## src/rtl/wakeup_broadcaster.sv

```systemverilog
// wakeup_broadcaster: delays issued destination tags by their latency and broadcasts them round-robin on the wakeup ports
module wakeup_broadcaster #(
    parameter int ISSUE_WIDTH      = 2,
    parameter int NUM_WAKEUP_PORTS = 2,
    parameter int PENDING_ENTRIES  = 8,
    parameter int MAX_LAT          = 7,
    localparam int LW = $clog2(MAX_LAT + 1),
    localparam int CW = $clog2(PENDING_ENTRIES + 1),
    localparam int PW = $clog2(PENDING_ENTRIES)
) (
    input  logic                                 clk,
    input  logic                                 reset,
    input  logic                                 flush,
    input  logic [ISSUE_WIDTH-1:0]               iss_valid,
    input  logic [ISSUE_WIDTH-1:0][6:0]          iss_pdst,
    input  logic [ISSUE_WIDTH-1:0][LW-1:0]       iss_lat,
    output logic                                 iss_ready,
    output logic [NUM_WAKEUP_PORTS-1:0]          wakeup_valid,
    output logic [NUM_WAKEUP_PORTS-1:0][6:0]     wakeup_pdst,
    output logic [CW-1:0]                        pending_count
);
    logic [PENDING_ENTRIES-1:0] ent_valid;
    logic [6:0]                 ent_pdst [PENDING_ENTRIES];
    logic [LW-1:0]              ent_cnt  [PENDING_ENTRIES];
    logic [PW-1:0]              rr_ptr, rr_next;
    logic [PENDING_ENTRIES-1:0] elig, grant;
    logic [NUM_WAKEUP_PORTS-1:0] gval;
    logic [PW-1:0]              gidx [NUM_WAKEUP_PORTS];
    logic [ISSUE_WIDTH-1:0]     cap;
    logic [PW-1:0]              aidx [ISSUE_WIDTH];
    logic [CW-1:0]              nvalid;

    // occupancy and eligibility from registered state only
    always_comb begin
        nvalid = '0;
        for (int e = 0; e < PENDING_ENTRIES; e++) begin
            nvalid  = nvalid + CW'(ent_valid[e]);
            elig[e] = ent_valid[e] && ent_cnt[e] == '0;
        end
    end

    assign pending_count = nvalid;
    assign iss_ready     = (CW'(PENDING_ENTRIES) - nvalid) >= CW'(ISSUE_WIDTH);

    // round-robin scan from rr_ptr; k-th eligible entry found drives port k
    always_comb begin
        logic [PW:0]   s;
        logic [PW-1:0] idx;
        logic          done;
        grant   = '0;
        gval    = '0;
        rr_next = rr_ptr;
        for (int k = 0; k < NUM_WAKEUP_PORTS; k++) gidx[k] = '0;
        for (int j = 0; j < PENDING_ENTRIES; j++) begin
            s = {1'b0, rr_ptr} + (PW+1)'(j);
            s = s >= (PW+1)'(PENDING_ENTRIES) ? s - (PW+1)'(PENDING_ENTRIES) : s;
            idx  = s[PW-1:0];
            done = 1'b0;
            for (int k = 0; k < NUM_WAKEUP_PORTS; k++) begin
                if (elig[idx] && !done && !gval[k]) begin
                    gval[k]    = 1'b1;
                    gidx[k]    = idx;
                    grant[idx] = 1'b1;
                    rr_next    = idx == PW'(PENDING_ENTRIES - 1) ? '0 : idx + 1'b1;
                    done       = 1'b1;
                end
            end
        end
    end

    // capture qualification and lowest-free-entry allocation, lane 0 first
    always_comb begin
        logic [PENDING_ENTRIES-1:0] fr;
        logic                       found;
        fr = ~ent_valid;
        for (int i = 0; i < ISSUE_WIDTH; i++) begin
            cap[i]  = iss_valid[i] && iss_ready && !flush && iss_pdst[i] != '0;
            aidx[i] = '0;
            found   = 1'b0;
            for (int e = 0; e < PENDING_ENTRIES; e++) begin
                if (cap[i] && !found && fr[e]) begin
                    aidx[i] = PW'(e);
                    fr[e]   = 1'b0;
                    found   = 1'b1;
                end
            end
        end
    end

    // table countdown, capture, grant release and registered wakeup ports
    always_ff @(posedge clk) begin
        if (reset || flush) begin
            ent_valid    <= '0;
            wakeup_valid <= '0;
            if (reset) begin
                rr_ptr      <= '0;
                wakeup_pdst <= '0;
            end
        end else begin
            for (int e = 0; e < PENDING_ENTRIES; e++) begin
                if (grant[e])
                    ent_valid[e] <= 1'b0;
                else if (ent_valid[e] && ent_cnt[e] != '0)
                    ent_cnt[e] <= ent_cnt[e] - 1'b1;
            end
            for (int i = 0; i < ISSUE_WIDTH; i++) begin
                if (cap[i]) begin
                    ent_valid[aidx[i]] <= 1'b1;
                    ent_pdst[aidx[i]]  <= iss_pdst[i];
                    ent_cnt[aidx[i]]   <= iss_lat[i];
                end
            end
            for (int k = 0; k < NUM_WAKEUP_PORTS; k++) begin
                wakeup_valid[k] <= gval[k];
                if (gval[k]) wakeup_pdst[k] <= ent_pdst[gidx[k]];
            end
            if (|gval) rr_ptr <= rr_next;
        end
    end
endmodule

```

## config.mk

```make
export PLATFORM = sky130hd
export DESIGN_NAME = wakeup_broadcaster
export DESIGN_NICKNAME = d
export VERILOG_FILES = /design/src/rtl/wakeup_broadcaster.sv
export SDC_FILE = /design/constraint.sdc
export NUM_CORES = 1
export LEC_CHECK = 0
export ABC_AREA = 1
export BUFFER_PORTS_ARGS = -buffer_cell sky130_fd_sc_hd__clkbuf_2
export CAP_MARGIN = 10
export CORE_MARGIN = 5
export CORE_UTILIZATION = 45
export DETAILED_ROUTE_END_ITERATION = 7
export REMOVE_ABC_BUFFERS = 1
export SETUP_SLACK_MARGIN = 0.15
export SYNTH_ARGS = -nofsm -noshare
export SYNTH_HDL_FRONTEND = slang
export SYNTH_SLANG_ARGS = --single-unit
export TNS_END_PERCENT = 50
```

## constraint.sdc

```tcl
create_clock -name clk -period 11.5 [get_ports clk]
set_input_delay 3.45 -clock clk [delete_from_list [all_inputs] [get_ports clk]]
set_output_delay 3.45 -clock clk [all_outputs]
set_load 0.01 [all_outputs]
```

Word-level counts from Yosys, hierarchy flattened
Memory sizes are Yosys's and may differ from the RTL's.
Cells that the tools add are included.
{ "op_classes": {"n_mux": 223, "n_reduce_logical": 147, "n_eq_ne": 9, "bitwise_logic": 18, "add_sub_neg": 39, "n_lt_le_gt_ge": 29} }
{ "op_table": {"columns": ["op", "n"], "rows": [
  ["3-bit 2-to-1 mux", 63],
  ["8-bit 2-to-1 mux", 19],
  ["8-bit bitwise OR", 17],
  ["1-bit 2-to-1 mux", 119],
  ["1-bit logical AND", 84],
  ["3-bit by 1-bit subtractor with 3-bit output (second input constant)", 16],
  ["3-bit by 4-bit < comparator with 1-bit output (second input constant)", 10],
  ["1-bit zero test", 36],
  ["1-bit demux with 3-bit select", 10],
  ["3-bit by 1-bit greater-or-equal comparator with 1-bit output (second input constant)", 10],
  ["4-bit greater-or-equal comparator (second input constant)", 7],
  ["14-bit 2-to-1 mux", 2],
  ["3-bit by 1-bit adder with 3-bit output (second input constant)", 8],
  ["1-bit binary-select mux with 3-bit select", 8],
  ["3-bit == test (second input constant)", 8],
  ["3-bit zero test", 8],
  ["3-bit nonzero test", 8],
  ["17-bit nonzero test", 1],
  ["3-bit by 3-bit adder with 4-bit output (second input constant)", 4],
  ["4-bit by 1-bit adder with 4-bit output", 4],
  ["7-bit 2-to-1 mux", 2],
  ["7-bit nonzero test", 2],
  ["3-bit by 2-bit adder with 4-bit output (second input constant)", 2],
  ["8-bit NOT", 1],
  ["other kinds (13)", 16]
]} }
{ "totals": {"ramBits": 80, "memories": 2, "wordCells": 472, "input_bits": 25, "regBits": 27, "out_inout_bits": 21} }
{ "mem_list": {"columns": ["name", "words", "width", "read_ports", "rd_clocked_by_memory_dff", "write_ports", "line", "source"], "rows": [
  ["ent_pdst", 8, 7, 2, 0, 2, "23", "logic [6:0] ent_pdst [PENDING_ENTRIES];"],
  ["ent_cnt", 8, 3, 8, 0, 10, "24", "logic [LW-1:0] ent_cnt [PENDING_ENTRIES];"]
]} }

Longest topological paths before layout
{ "logic_depth": {"ltp_word": 51, "mapped_depth": 26, "ltp_nobuf": 24} }

Worst setup path after synthesis
OpenSTA, ideal clock, no wires.
{ "synth_timing": {"kind": "register to output", "start": "reg ent_valid[0]", "end": "out iss_ready", "n_path_buf": 0, "arrival_ns": 3.566, "slack_ns": 4.484, "path_stages_with_launch": 13, "required_time_ns": 8.050, "cell_sequence": "dfxtp_1 -> inv_1 -> fa_1 -> fa_1 -> fa_1 -> inv_1 -> ha_1 -> fa_1 -> inv_1 -> ha_1 -> xor2_1 -> nor3_1 -> nand2_1"} }
{ "synth_between": {"elab_chain_cells": 9} }
{ "synth_lines": {"columns": ["element", "line", "source"], "rows": [
  ["from (decl)", "22", "logic [PENDING_ENTRIES-1:0] ent_valid;"],
  ["from (signal assigned)", "93", "ent_valid <= '0;"],
  ["from (signal, indexed assignment)", "102", "ent_valid[e] <= 1'b0;"],
  ["from (signal, indexed assignment)", "108", "ent_valid[aidx[i]] <= 1'b1;"],
  ["1-bit by 1-bit adder with 2-bit output", "37", "nvalid = nvalid + CW'(ent_valid[e]);"],
  ["2-bit by 1-bit adder with 3-bit output", "37", null],
  ["3-bit by 1-bit adder with 4-bit output", "37", null],
  ["4-bit by 1-bit adder with 4-bit output (4 in a row)", "37", null],
  ["net pending_count[1]", "20", "output logic [CW-1:0] pending_count"],
  ["4-bit subtractor", "43", "assign iss_ready = (CW'(PENDING_ENTRIES) - nvalid) >= CW'(ISSUE_WIDTH);"],
  ["4-bit by 2-bit greater-or-equal comparator with 1-bit output", "43", null],
  ["to (decl)", "17", "output logic iss_ready,"]
]} }
The timed path passes the listed nets, and every way through them passes these cells.

Final worst setup path
{ "layout_timing": {"start": "reg ent_valid[0]", "end": "out iss_ready"} }
{ "layout_between": {"elab_chain_cells": 9} }
{ "layout_lines": {"columns": ["element", "line"], "rows": [
  ["1-bit by 1-bit adder with 2-bit output", "37"],
  ["2-bit by 1-bit adder with 3-bit output", "37"],
  ["3-bit by 1-bit adder with 4-bit output", "37"],
  ["4-bit by 1-bit adder with 4-bit output (4 in a row)", "37"],
  ["4-bit subtractor", "43"],
  ["4-bit by 2-bit greater-or-equal comparator with 1-bit output", "43"]
]} }
No other way between the ends.

==> reports/results.ini <==
[run_status]
status=finished clean

[placed_design]
hpwlAfterDp_mm=21.4
port_buffers=45
place_area_um2=9440
gp_congestion=0.971

[setup_path]
path_common_cell=fa_1
crit_arrival_ns=4.31
rr_worst_depth=23
critical-path-top-delay-family=adder cells
path_class=reg -> out
rrSetupSlack_ns=5.05
cp_cell_sequence=inv_1 -> fa_1 -> fa_1 -> fa_1 -> inv_1 -> ha_1 -> fa_1 -> inv_1 -> ha_1 -> xor2_1 -> nor3_1 -> nand2_1 -> clkbuf_2
cp_max_fo=7
end_kind=primary output
crit_required_ns=8.05
start_kind=register
worst-path-stages=13
worst_path_max_delay_cell=fa_1
cp_num_buf_inv=4
cpPeakStageDelay_ns=0.57

[sta]
fin_setup_tns_ns=0
finalSetupViolations=0
tightest_slew_ns=1.07
drv_slew=0
holdWs_ns=0.722
hold_violations=0
slew_headroom=0.288
fin_skew_ns=0.0171
min_period_ns=7.76
rsz0062_at_grt=no
period_share=0.674
clock.fmax_mhz=129

[synthesis]
ys.flop_type=edfxtp_1
synth_common_cells=nand2_1, inv_1, nand3_1
yosysSeqAreaShare=0.339
netlist_area_um2=9190
synth_edf_count=97
yosysTopAreaCellShare=0.317
yosysTopAreaCell=edfxtp_1
synth-warning-count=0
syn_avg_cell_area_um2=7.05
ys_ff_latch=107
synth_most_common_cell=nand2_1
ys_top_cells_by_area=edfxtp_1, nand2_1, nand3_1
ys_types=49
synthArstFlopShare=0
synthCells=1304

[die]
initial_utilization=0.456
die-area_um2=23400
num_rows=52
chipWidth_um=153
core_um2=20200
ios=46
die_y_um=153

[global_routing]
antenna_found_initial=0
grt_first_pass_wirelength_mm=44.6
grt_pass1_vias=7841
grt_usage=0.238
grt_max_degree=50
grt_overflow=0

[detailed_routing]
dr.first_iter.drc_count=947
wl_mm=28.1
drtAntennaViolNets=0
wire_per_inst_um=17.7
dr.pass1.iters=5
avgViaCountPerCell=5.49
dr_total_vias=8679
drc=0

[worst_hold_path]
hold_depth=3
hold_path_class=reg -> reg

[cts]
clk_pin_slew_ns=0.09
post_cts_resized=0
cts_tree=built
hold_buffers=0
clock_path_buffers=2
cts-root-buf=clkbuf_16
clock_sinks=107
post_cts_buffers=0
cts_made_buffers=9
clk-insertion-delay-late_ns=0.37
htreeDepth=3

[cells_and_area]
fin_area_um2=9770
area_growth_pct=6.33
n_antenna_cell=0
drive_gt1_frac=0.104
final_nets=1375
fill_cells=2087

[run]
max_cap_violations=0

## flip-flops by register name, summed over array words and instances, names as in the netlist
register / count
ent_cnt: 24
wakeup_pdst: 14
ent_valid: 8
wakeup_valid: 2
rr_ptr: 3
ent_pdst: 56
## tightest hold or removal path: cells and delay by family, from the launching register on
kind | cells | cell delay [ns]
flip-flops | 1 | 0.36
AO/OA/AOI/OAI | 3 | 0.20
## per-stage QoR
stage / setup slack [ns] / cells / util
3_5_place_dp: 4.14 / 1566 / 0.468
2_1_floorplan: 4.48 / 1247 / -
4_1_cts: 3.73 / 1582 / 0.485
5_1_grt: 3.48 / 1582 / 0.485
3_3_place_gp: 4.24 / 1566 / 0.468
6_report: 3.74 / 1582 / 0.485
## logic make-up (layout without fill, tap and decap cells)
logic type	Yosys count	in the layout	share of synthesized area
muxes	1	1	0.00109
adders and majority gates	43	43	0.0618
AOI/OAI and AO/OA	214	214	0.132
xor gates and xnor gates	11	11	0.0105
and+or+nand+nor	687	687	0.343
DFF	107	107	0.339
buffers and inverters	241	249	0.113
## final timing paths
kind / start / endpoint
worst max-delay path: ent_valid[0] / iss_ready
worst min-delay path: ent_cnt[1][0] / ent_cnt[1][0]
worst max register to register: ent_valid[0] / ent_cnt[7][2]
worst min register to register: ent_cnt[1][0] / ent_cnt[1][0]
## layer usage
layer  up-vias  wire (um)  part of all wire  global-route usage
met5         -          0                 0                   0
met4         0        488             0.017              0.0539
met3        36       2440             0.087              0.0407
met2       363      11800              0.42               0.345
met1      3960      13400              0.48               0.369
li1       4320          -                 -                   -
## cell type report
class / instances / area (um2) / share of cell area
Clock inverter: 7 / 108 / 0.0110
Inverter: 184 / 693 / 0.0709
Sequential cell: 107 / 3110 / 0.318
Clock buffer: 9 / 225 / 0.0230
Multi-Input combinational cell: 956 / 5040 / 0.516
Timing Repair Buffer: 49 / 255 / 0.0261
Tap cell: 270 / 338 / 0.0346
## layout by cell type, fill, tap and decap left out, types with 4 or more instances in the layout
master	n
nand4_1	17
dfxtp_1	10
inv_2	9
buf_4	4
a21oi_1	26
nor2_2	8
nor2_4	5
nor2_1	87
nand2_1	368
nand3_1	143
nand2_2	19
xnor2_1	5
o211ai_1	30
fa_1	4
a31oi_1	4
o2111ai_1	6
nor3_1	9
ha_1	39
edfxtp_1	97
xor2_1	6
o21ai_0	124
clkinv_8	4
nand3_2	11
clkbuf_16	9
o21ai_1	14
nand2_4	7
inv_1	171
clkbuf_2	45
Power is left out: the tool's default activity adds up to more than one toggle a clock period on the data nets, which glitch-free logic cannot reach.
